File: config.mk
export PLATFORM = sky130hd
export DESIGN_NAME = peripherals_multi
export DESIGN_NICKNAME = d
export VERILOG_FILES = /design/src/rtl/periph_pkg.sv /design/src/rtl/periph_glyph7seg.sv /design/src/rtl/peripherals_multi.sv
export SDC_FILE = /design/constraint.sdc
export NUM_CORES = 1
export LEC_CHECK = 0
export ABC_AREA = 0
export BUFFER_PORTS_ARGS = -buffer_cell sky130_fd_sc_hd__buf_4
export CORE_UTILIZATION = 47
export CTS_CLUSTER_DIAMETER = 120
export DETAILED_ROUTE_END_ITERATION = 8
export PLACE_DENSITY = 0.79
export SYNTH_ARGS = -nofsm -noshare
export SYNTH_HDL_FRONTEND = slang
export SYNTH_SLANG_ARGS = --single-unit
File: constraint.sdc
create_clock -name clk -period 4.6 [get_ports clk]
set_input_delay 0.23 -clock clk [delete_from_list [all_inputs] [get_ports clk]]
set_output_delay 0.23 -clock clk [all_outputs]
set_load 0.005 [all_outputs]
File: src/rtl/periph_pkg.sv
// Shared types for the operand-entry / result-view peripheral: FSM states, glyph codes, IEEE-754 specials.
// No logic here; latency and backpressure belong to the modules that import it.
package periph_pkg;

    typedef enum logic [1:0] {
        ST_LOAD = 2'd0,
        ST_FULL = 2'd1,
        ST_VIEW = 2'd2
    } state_t;

    typedef logic [4:0] glyph_t;

    // Codes 0-15 are the hex digits, so A b C d E F double as the letter glyphs.
    localparam glyph_t G_A     = 5'd10;
    localparam glyph_t G_B     = 5'd11;
    localparam glyph_t G_C     = 5'd12;
    localparam glyph_t G_D     = 5'd13;
    localparam glyph_t G_E     = 5'd14;
    localparam glyph_t G_F     = 5'd15;
    localparam glyph_t G_R     = 5'd16;
    localparam glyph_t G_N     = 5'd17;
    localparam glyph_t G_I     = 5'd18;
    localparam glyph_t G_MINUS = 5'd19;
    localparam glyph_t G_BLANK = 5'd20;

    localparam logic [31:0] SPC_QNAN_POS = 32'h7FC0_0000;
    localparam logic [31:0] SPC_QNAN_NEG = 32'hFFC0_0000;
    localparam logic [31:0] SPC_INF_POS  = 32'h7F80_0000;
    localparam logic [31:0] SPC_INF_NEG  = 32'hFF80_0000;

    function automatic glyph_t hex_glyph(input logic [3:0] nib);
        return {1'b0, nib};
    endfunction

    function automatic glyph_t op_letter(input logic [1:0] k);
        case (k)
            2'd0:    return G_A;
            2'd1:    return G_B;
            2'd2:    return G_C;
            default: return G_D;
        endcase
    endfunction

endpackage

File: src/rtl/periph_glyph7seg.sv
// Glyph code to active-low seven-segment pattern {g..a}.
// Purely combinational, zero latency; no flow control.
module periph_glyph7seg
    import periph_pkg::*;
(
    input  glyph_t     glyph,
    output logic [6:0] seg
);

    logic [6:0] lit;

    always_comb begin
        lit = 7'h00;
        case (glyph)
            5'd0:    lit = 7'h3F;
            5'd1:    lit = 7'h06;
            5'd2:    lit = 7'h5B;
            5'd3:    lit = 7'h4F;
            5'd4:    lit = 7'h66;
            5'd5:    lit = 7'h6D;
            5'd6:    lit = 7'h7D;
            5'd7:    lit = 7'h07;
            5'd8:    lit = 7'h7F;
            5'd9:    lit = 7'h6F;
            G_A:     lit = 7'h77;
            G_B:     lit = 7'h7C;
            G_C:     lit = 7'h39;
            G_D:     lit = 7'h5E;
            G_E:     lit = 7'h79;
            G_F:     lit = 7'h71;
            G_R:     lit = 7'h50;
            G_N:     lit = 7'h54;
            G_I:     lit = 7'h30;
            G_MINUS: lit = 7'h40;
            G_BLANK: lit = 7'h00;
            default: lit = 7'h00;
        endcase
    end

    assign seg = ~lit;

endmodule

File: src/rtl/peripherals_multi.sv
// Pushbutton byte loader for NUM_OPS operands plus paged result viewer on four 7-segment digits.
// A press acts on the 3rd clk edge after enter rises; displays are combinational; no backpressure.
module peripherals_multi
    import periph_pkg::*;
#(
    parameter int DATA_W     = 32,
    parameter int NUM_OPS    = 2,
    parameter int SPECIAL_EN = 1
) (
    input  logic                      clk,
    input  logic                      reset,
    input  logic                      enter,
    input  logic                      loaddata,
    input  logic [7:0]                inputdata,
    input  logic [DATA_W-1:0]         dataR,
    output logic [NUM_OPS*DATA_W-1:0] operands,
    output logic                      inputdata_ready,
    output logic [6:0]                disp3,
    output logic [6:0]                disp2,
    output logic [6:0]                disp1,
    output logic [6:0]                disp0
);

    localparam int BPO     = DATA_W / 8;
    localparam int TOTAL   = NUM_OPS * BPO;
    localparam int IDX_W   = $clog2(TOTAL + 1);
    localparam int PG_W    = $clog2(BPO);
    localparam bit SPEC_ON = (SPECIAL_EN != 0) && (DATA_W == 32);

    logic       enter_s1;
    logic       enter_s2;
    logic       enter_prev;
    logic [1:0] arm_cnt;
    logic       press;

    // arm_cnt keeps the edge detector quiet until enter_prev holds a real sample,
    // so a button held through reset release never counts as a press.
    always_ff @(posedge clk or negedge reset) begin
        if (!reset) begin
            enter_s1   <= 1'b0;
            enter_s2   <= 1'b0;
            enter_prev <= 1'b0;
            arm_cnt    <= 2'd0;
        end else begin
            enter_s1   <= enter;
            enter_s2   <= enter_s1;
            enter_prev <= enter_s2;
            if (arm_cnt != 2'd3) arm_cnt <= arm_cnt + 2'd1;
        end
    end

    assign press = enter_s2 & ~enter_prev & (arm_cnt == 2'd3);

    state_t           state;
    logic [IDX_W-1:0] idx;
    logic [PG_W-1:0]  page;
    logic             ld_prev;

    always_ff @(posedge clk or negedge reset) begin
        if (!reset) begin
            state           <= ST_LOAD;
            idx             <= '0;
            page            <= '0;
            operands        <= '0;
            ld_prev         <= 1'b0;
            inputdata_ready <= 1'b0;
        end else begin
            ld_prev <= loaddata;
            case (state)
                ST_LOAD, ST_FULL: begin
                    if (!loaddata) begin
                        state           <= ST_VIEW;
                        page            <= '0;
                        inputdata_ready <= 1'b1;
                    end else if (state == ST_LOAD && press) begin
                        for (int k = 0; k < TOTAL; k++) begin
                            if (idx == IDX_W'(k)) operands[k*8 +: 8] <= inputdata;
                        end
                        idx <= idx + IDX_W'(1);
                        if (idx == IDX_W'(TOTAL - 1)) begin
                            state           <= ST_FULL;
                            inputdata_ready <= 1'b1;
                        end
                    end
                end
                ST_VIEW: begin
                    if (loaddata && !ld_prev) begin
                        state           <= ST_LOAD;
                        idx             <= '0;
                        page            <= '0;
                        operands        <= '0;
                        inputdata_ready <= 1'b0;
                    end else if (press) begin
                        page <= (page == PG_W'(BPO - 1)) ? '0 : page + PG_W'(1);
                    end
                end
                default: state <= ST_LOAD;
            endcase
        end
    end

    logic [IDX_W-1:0] disp_idx;
    logic [7:0]       cur_byte;
    logic [7:0]       res_byte;
    logic [1:0]       op_k;
    logic [3:0]       byte_k;

    // FULL leaves idx at TOTAL; point the display back at the last byte written.
    always_comb begin
        disp_idx = (state == ST_FULL) ? IDX_W'(TOTAL - 1) : idx;
        cur_byte = '0;
        op_k     = '0;
        byte_k   = '0;
        for (int k = 0; k < TOTAL; k++) begin
            if (disp_idx == IDX_W'(k)) begin
                cur_byte = operands[k*8 +: 8];
                op_k     = 2'(k / BPO);
                byte_k   = 4'(k % BPO);
            end
        end
        res_byte = '0;
        for (int p = 0; p < BPO; p++) begin
            if (page == PG_W'(p)) res_byte = dataR[p*8 +: 8];
        end
    end

    logic   sp_vld;
    glyph_t sp3, sp2, sp1, sp0;

    generate
        if (SPEC_ON) begin : g_special
            always_comb begin
                sp_vld = 1'b1;
                sp3    = G_BLANK;
                sp2    = G_N;
                sp1    = G_A;
                sp0    = G_N;
                case (dataR[31:0])
                    SPC_QNAN_POS: sp3 = G_BLANK;
                    SPC_QNAN_NEG: sp3 = G_MINUS;
                    SPC_INF_POS:  {sp3, sp2, sp1, sp0} = {G_BLANK, G_I, G_N, G_F};
                    SPC_INF_NEG:  {sp3, sp2, sp1, sp0} = {G_MINUS, G_I, G_N, G_F};
                    default:      sp_vld = 1'b0;
                endcase
            end
        end else begin : g_no_special
            assign sp_vld = 1'b0;
            assign sp3    = G_BLANK;
            assign sp2    = G_BLANK;
            assign sp1    = G_BLANK;
            assign sp0    = G_BLANK;
        end
    endgenerate

    glyph_t g3, g2, g1, g0;

    always_comb begin
        g3 = op_letter(op_k);
        g2 = hex_glyph(byte_k);
        g1 = hex_glyph(cur_byte[7:4]);
        g0 = hex_glyph(cur_byte[3:0]);
        if (state == ST_VIEW) begin
            if (sp_vld) begin
                {g3, g2, g1, g0} = {sp3, sp2, sp1, sp0};
            end else begin
                g3 = G_R;
                g2 = hex_glyph(4'(page));
                g1 = hex_glyph(res_byte[7:4]);
                g0 = hex_glyph(res_byte[3:0]);
            end
        end
    end

    periph_glyph7seg u_dig3 (.glyph(g3), .seg(disp3));
    periph_glyph7seg u_dig2 (.glyph(g2), .seg(disp2));
    periph_glyph7seg u_dig1 (.glyph(g1), .seg(disp1));
    periph_glyph7seg u_dig0 (.glyph(g0), .seg(disp0));

endmodule
==> impl_metrics.ini, run 1 <==
[pwr]
finalPower_mw = 2.28
irDropWorstVdd_v = 0.000234
leakage_nw = 2.99
p_per_area_mw_per_mm2 = 356

[clock_network]
cts_tree = done
cts_root_buf = clkbuf_8
cts_made_buffers = 9
insertion_delay_ps = 350
clockBufferDepth = 2
clkSinkCount = 79
cts_max_level = 3
clk_pin_slew_ps = 80
cts_resized = 0
post_cts_buffers = 0

[synth]
synth-xor-area-share_pct = 0.688
synth_fp_nets = 658
synth_compound_area_share_pct = 24.6
syn-instance-count = 589
synth_top_family_by_area = compound AO/OA/AOI/OAI gates
synthAdderAreaFrac_pct = 6.34
synth_cell_type_count = 71
synth-async-reset-ratio_pct = 100
synth_edf_count = 0
synthFlopType = dfrtp_1
seq_area_frac_synth_pct = 38.8
synth.avg_cell_area_um2 = 8.64
synthMuxAreaShare_pct = 6.54
synth-seq-cells = 79
synthesis.area_mm2 = 0.00509
synth_simple_gate_area_share_pct = 18.1
yosysWarnings = 0

[sta]
slew_headroom_pct = 18.7
setup_ws_ps = 572
fin_crit_sh_pct = 87.6
fin_tns_setup_ps = 0
period_needed_ps = 4030
rsz0062_at_grt = false
setup_viol = 0
drv_slew = 0
worst_pin_slew_ps = 1220
fin_skew_ps = 13.5
fmax_mhz = 248
finalHoldViolations = 0

[worst_setup_path]
critPathArrivalTime_ps = 3800
end_kind = output pin
crit_type = flop to output pin
cp.required_ps = 4370
crit_fanout = 21
start_kind = flop

[floorplanning]
die_w_um = 106
ios = 137
start_util_pct = 48.9
rows = 37
core_mm2 = 0.0104
die_area_mm2 = 0.0113
fp.dieH_um = 106

[status]
status = complete, no violations

[drt]
vias = 5123
drt_iter0_drc = 412
avgRoutedWirePerCell_um = 18.7
dr.pass1.iters = 6
drc = 0
ant_nets = 0
via_per_inst = 6.03
drt_wl_total_mm = 15.9

[global_route]
grt_pass1_vias = 4767
antenna_found_initial = 0
overflow = 0
grt.total_usage_pct = 28.9
grt_first_pass_wirelength_mm = 25.6
grt_start_max_net_pins = 80

[run]
max_cap_violations = 0

[placement]
dp_hpwl_mm = 12.0
io_buffers = 136
placed_cells = 834
gp_congestion = 0.868
pre_cts_slack_ps = 821

[finish]
n_fill_cell = 938
instances_no_fill = 850
area_growth_pct = 25.8
regArea_mm2 = 0.00198
multi_input_area_mm2 = 0.00286
fin_nets = 779
drive_above_1_share_pct = 25.9
diodes = 0

[worst_hold_path]
min_path_type = input pin to asynchronous set/reset pin
worst max-delay path: stages (launching register included):
cell,delay (ps)
dfrtp_1,710
inv_1,390
buf_4,220
a21o_1,110
o311ai_0,120
a311o_1,370
a31oi_1,480
inv_1,200
ha_1,240
mux2_4,270
o31ai_2,180
buf_4,150
path summary, 6_finish.rpt:
check | depth (start not counted) | start | end | slack, ps
setup / recovery | 11 | idx[1] | disp0[5] | 570
hold / removal | 1 | reset | operands[8] | 20
setup reg to reg | 4 | idx[1] | operands[4] | 1720
hold reg to reg | 0 | enter_s1 | enter_s2 | 350
max in group asynchronous | 1 | reset | state[1] | 3930
min in group clk | 1 | loaddata | ld_prev | 50
kinds of logic (layout without fill, tap and decap cells):
family	count (synthesis)	in the layout
XOR/XNOR	4	4
AO/OA/AOI/OAI	198	198
multiplexers	23	23
flip-flops	79	79
adder cells (fa/ha/maj)	26	26
buffers and inverters	62	187
AND/OR/NAND/NOR	197	197
power by group:
group	switching, mW	total (mW)	internal, mW
registers	0.0772	0.845	0.767
logic	0.479	0.930	0.451
clock network	0.256	0.502	0.247
total	0.812	2.28	1.46
placed cells by master, fill, tap and decap left out, types with 11 or more instances in the layout:
| cell | instances |
|---|---|
| buf_4 | 148 |
| nand2_1 | 102 |
| o21ai_0 | 90 |
| dfrtp_1 | 79 |
| a21oi_1 | 28 |
| nor2_1 | 25 |
| ha_1 | 25 |
| inv_1 | 21 |
| nand3_1 | 11 |
final cells by class:
cell class	count	area share (%)
Clock buffer	9	1.93
Clock inverter	6	0.977
Inverter	23	1.35
Multi-Input combinational cell	448	44.7
Sequential cell	79	30.9
Tap cell	136	2.66
Timing Repair Buffer	149	17.5
synthesized netlist by cell type (3+ instances only):
| master | instances | area (um^2) |
|---|---|---|
| nand2_1 | 102 | 383 |
| o21ai_0 | 90 | 450 |
| dfrtp_1 | 79 | 1980 |
| clkbuf_1 | 29 | 109 |
| a21oi_1 | 28 | 140 |
| ha_1 | 25 | 313 |
| nor2_1 | 25 | 93.8 |
| inv_1 | 21 | 78.8 |
| nand3_1 | 11 | 55.1 |
| mux2i_1 | 10 | 100 |
| nor3_1 | 10 | 50.1 |
| o31ai_1 | 10 | 75.1 |
| a31oi_1 | 8 | 50.1 |
| o22ai_1 | 8 | 50.1 |
| mux4_2 | 7 | 158 |
| nand2b_1 | 7 | 43.8 |
| nor2b_1 | 7 | 43.8 |
| nor4_1 | 7 | 43.8 |
| o211ai_1 | 7 | 52.6 |
| nand4_1 | 6 | 37.5 |
| a221oi_1 | 5 | 43.8 |
| a211oi_1 | 4 | 30.0 |
| a21o_1 | 4 | 30.0 |
| a22oi_1 | 4 | 30.0 |
| buf_2 | 4 | 20.0 |
| buf_4 | 4 | 30.0 |
| mux2_2 | 4 | 45.0 |
| nand3b_1 | 4 | 30.0 |
| and3_1 | 3 | 18.8 |
| o311ai_0 | 3 | 26.3 |
| xnor2_1 | 3 | 26.3 |
through the flow:
| step | hold slack [ps] | util [%] | instance area (um^2) |
|---|---|---|---|
| 2_1_floorplan | -65.6 | - | 5090 |
| 6_report | 15.8 | 61.5 | 6400 |
| 5_1_grt | 60.8 | 61.5 | 6400 |
| 3_5_place_dp | 336 | 59.6 | 6210 |
| 3_3_place_gp | 334 | 59.6 | 6210 |
| 4_1_cts | 48.2 | 61.5 | 6400 |
registers in the layout, summed over array words and instances (netlist names):
name and count:
state 2, operands 64, arm_cnt 2, page 2
idx 4, enter_prev 1, enter_s1 1, ld_prev 1
inputdata_ready 1, enter_s2 1
routing by layer:
layer / track usage, % / routed length (um) / vias up
met2: 46.9 / 7400 / 253
li1: - / - / 2367
met4: 7.34 / 252 / 0
met5: 0 / 0 / -
met1: 39.7 / 6780 / 2482
met3: 5.82 / 1470 / 21
what timing repair did:
item / CTS / global route
hold buffers: 1 / 0
setup endpoints to repair: 0 / 0
endpoints found under the hold margin: 1 / 0
No activity file was read; power rests on OpenSTA's default activity.
==> run 2: changes to the inputs <==
Settings changed: CTS_BUF_LIST set to sky130_fd_sc_hd__clkbuf_4 sky130_fd_sc_hd__clkbuf_8, PLACE_DENSITY 0.79 to 0.81.
Clock period 4.6 ns to 3.6 ns, I/O delays scaled along.
==> run 2 against run 1 <==
Effect of this change:
- the run now ends with negative hold slack left
- worst hold slack got worse by 42 ps
- register-to-register slack worse by 740 ps
- count of clock-buffer cells in the layout grew 2
- non-clock buffer count up 23
- sequential power rose by 27%
- via count is 0.47% higher
- die area unchanged
- critical endpoint is now disp0[1]
- largest cell class unchanged
- largest power group unchanged
==> impl_metrics.ini, run 2 (synthesis gave the netlist of run 1 again) <==
[sta]
rsz0062_at_grt = false
fin_crit_sh_pct = 95.2
setup_viol = 0
finalHoldViolations = 32
fin_skew_ps = 13.8
fin_tns_setup_ps = 0
drv_slew = 0
worst_hold_slack_ps = -26.5
worst_pin_slew_ps = 1220
period_needed_ps = 3430
fmax_mhz = 292
slew_headroom_pct = 18.5

[worst_setup_path]
path_buf_inv = 3
crit_top_cell = buf_4
start_kind = flop
end_kind = output pin
cp.required_ps = 3420
cp_cell_sequence = nor2b_2 > nor2_1 > buf_4 > a221oi_1 > a221o_1 > nor2_4 > buf_4 > ha_1 > o21ai_0 > o21ai_0 > a21o_1 > buf_4
crit_fanout = 8
critPathArrivalTime_ps = 3250
critPathTopFamily = compound AO/OA/AOI/OAI gates
cp_slowest_cell = dfrtp_1
critical-path-max-stage-delay_ps = 460
crit_type = flop to output pin

[drt]
drc = 0
via_per_inst = 5.89
dr.pass1.iters = 4
vias = 5147
avgRoutedWirePerCell_um = 18.0
ant_nets = 0
drt_iter0_drc = 496
drt_wl_total_mm = 15.8

[finish]
final_cell_mix = 170 x buf_4, 102 x nand2_1, 90 x o21ai_0
drive_above_1_share_pct = 30.5
largest_register_ffs = 64
final_common_cell = buf_4
final_util_pct = 63.9
final_cell_area_mm2 = 0.00666
n_fill_cell = 886
regArea_mm2 = 0.00198
regMostFlops = operands
largestRegisters = operands x64, idx x4
multi_input_area_mm2 = 0.00293
diodes = 0
area_growth_pct = 30.8
fin_nets = 802

[clock_network]
cts_root_buf = clkbuf_8
clkSinkCount = 79
clockBufferDepth = 2
insertion_delay_ps = 360
cts_tree = done
clk_pin_slew_ps = 80
cts_max_level = 3
cts_made_buffers = 9

[status]
status = finished, violations left
failed_checks = negative hold slack

[global_route]
grt.total_usage_pct = 28.3
antenna_found_initial = 0
grt_first_pass_wirelength_mm = 25.0
grt_pass1_vias = 4770
grt_start_max_net_pins = 80
overflow = 0

[floorplanning]
die_area_mm2 = 0.0113
rows = 37
core_mm2 = 0.0104
die_w_um = 106
start_util_pct = 48.9
fp.dieH_um = 106
ios = 137

[worst_hold_path]
min_path_type = input pin to asynchronous set/reset pin

[pwr]
leakage_nw = 3.10
p_per_area_mw_per_mm2 = 453
irDropWorstVdd_v = 0.000319

[run]
max_cap_violations = 0

[placement]
placed_area_mm2 = 0.00632
dp_hpwl_mm = 11.9
gp_congestion = 0.932
io_buffers = 136
[run 2: final timing paths]
| check | startpoint | to | slack (ps) | depth (start not counted) |
|---|---|---|---|---|
| setup / recovery | state[1] | disp0[1] | 170 | 12 |
| hold / removal | reset | operands[8] | -30 | 1 |
| setup reg to reg | state[0] | operands[27] | 980 | 6 |
| hold reg to reg | enter_s1 | enter_s2 | 360 | 0 |
| max in group asynchronous | reset | page[0] | 2910 | 1 |
| min in group clk | inputdata[5] | operands[61] | 70 | 3 |
[run 2: metal layers]
| metal | part of all wire [%] | vias to the layer above | global-route usage (%) |
|---|---|---|---|
| met5 | 0 | - | 0 |
| met2 | 46 | 246 | 46.2 |
| met4 | 1.9 | 0 | 8.33 |
| li1 | - | 2420 | - |
| met1 | 44 | 2454 | 38.1 |
| met3 | 8.1 | 27 | 5.58 |
[run 2: repair_timing]
action,in CTS,in global routing
endpoints found under the hold margin,2,0
buffers inserted,4,3
setup endpoints to repair,8,13
hold buffers,2,0
pin swaps,1,0
gates resized for setup,3,18
[run 2: worst reg2reg max path, stage by stage, from the launching register on]
cell,delay (ps)
dfrtp_1,350
buf_4,180
nand2b_1,240
buf_4,290
nor2_1,210
a21oi_1,970
o21ai_0,200
[run 2: layout make-up]
cell class | instances | share of cell area (%)
clock buffers | 11 | 2.09
inverters | 23 | 1.30
repair buffers | 172 | 19.5
clock inverters | 5 | 0.883
well taps | 136 | 2.56
multi-input cells | 448 | 43.9
flip-flops and latches | 79 | 29.8
[run 2: through the flow]
step / setup slack [ps] / power [mW] / std cells / hold WS [ps]
6_report: 173 / 3.01 / 874 / -26.5
5_1_grt: 9.57 / 3.20 / 874 / 62.0
4_1_cts: 21.3 / 2.98 / 871 / 19.6
3_5_place_dp: 195 / 2.30 / 849 / 291
3_3_place_gp: 261 / 2.27 / 849 / 291
2_1_floorplan: 296 / 1.72 / 589 / -116
[run 2: where the power goes]
group / internal (mW) / switching, mW
registers: 0.982 / 0.0927
clock network: 0.336 / 0.323
logic: 0.642 / 0.639
total: 1.96 / 1.05
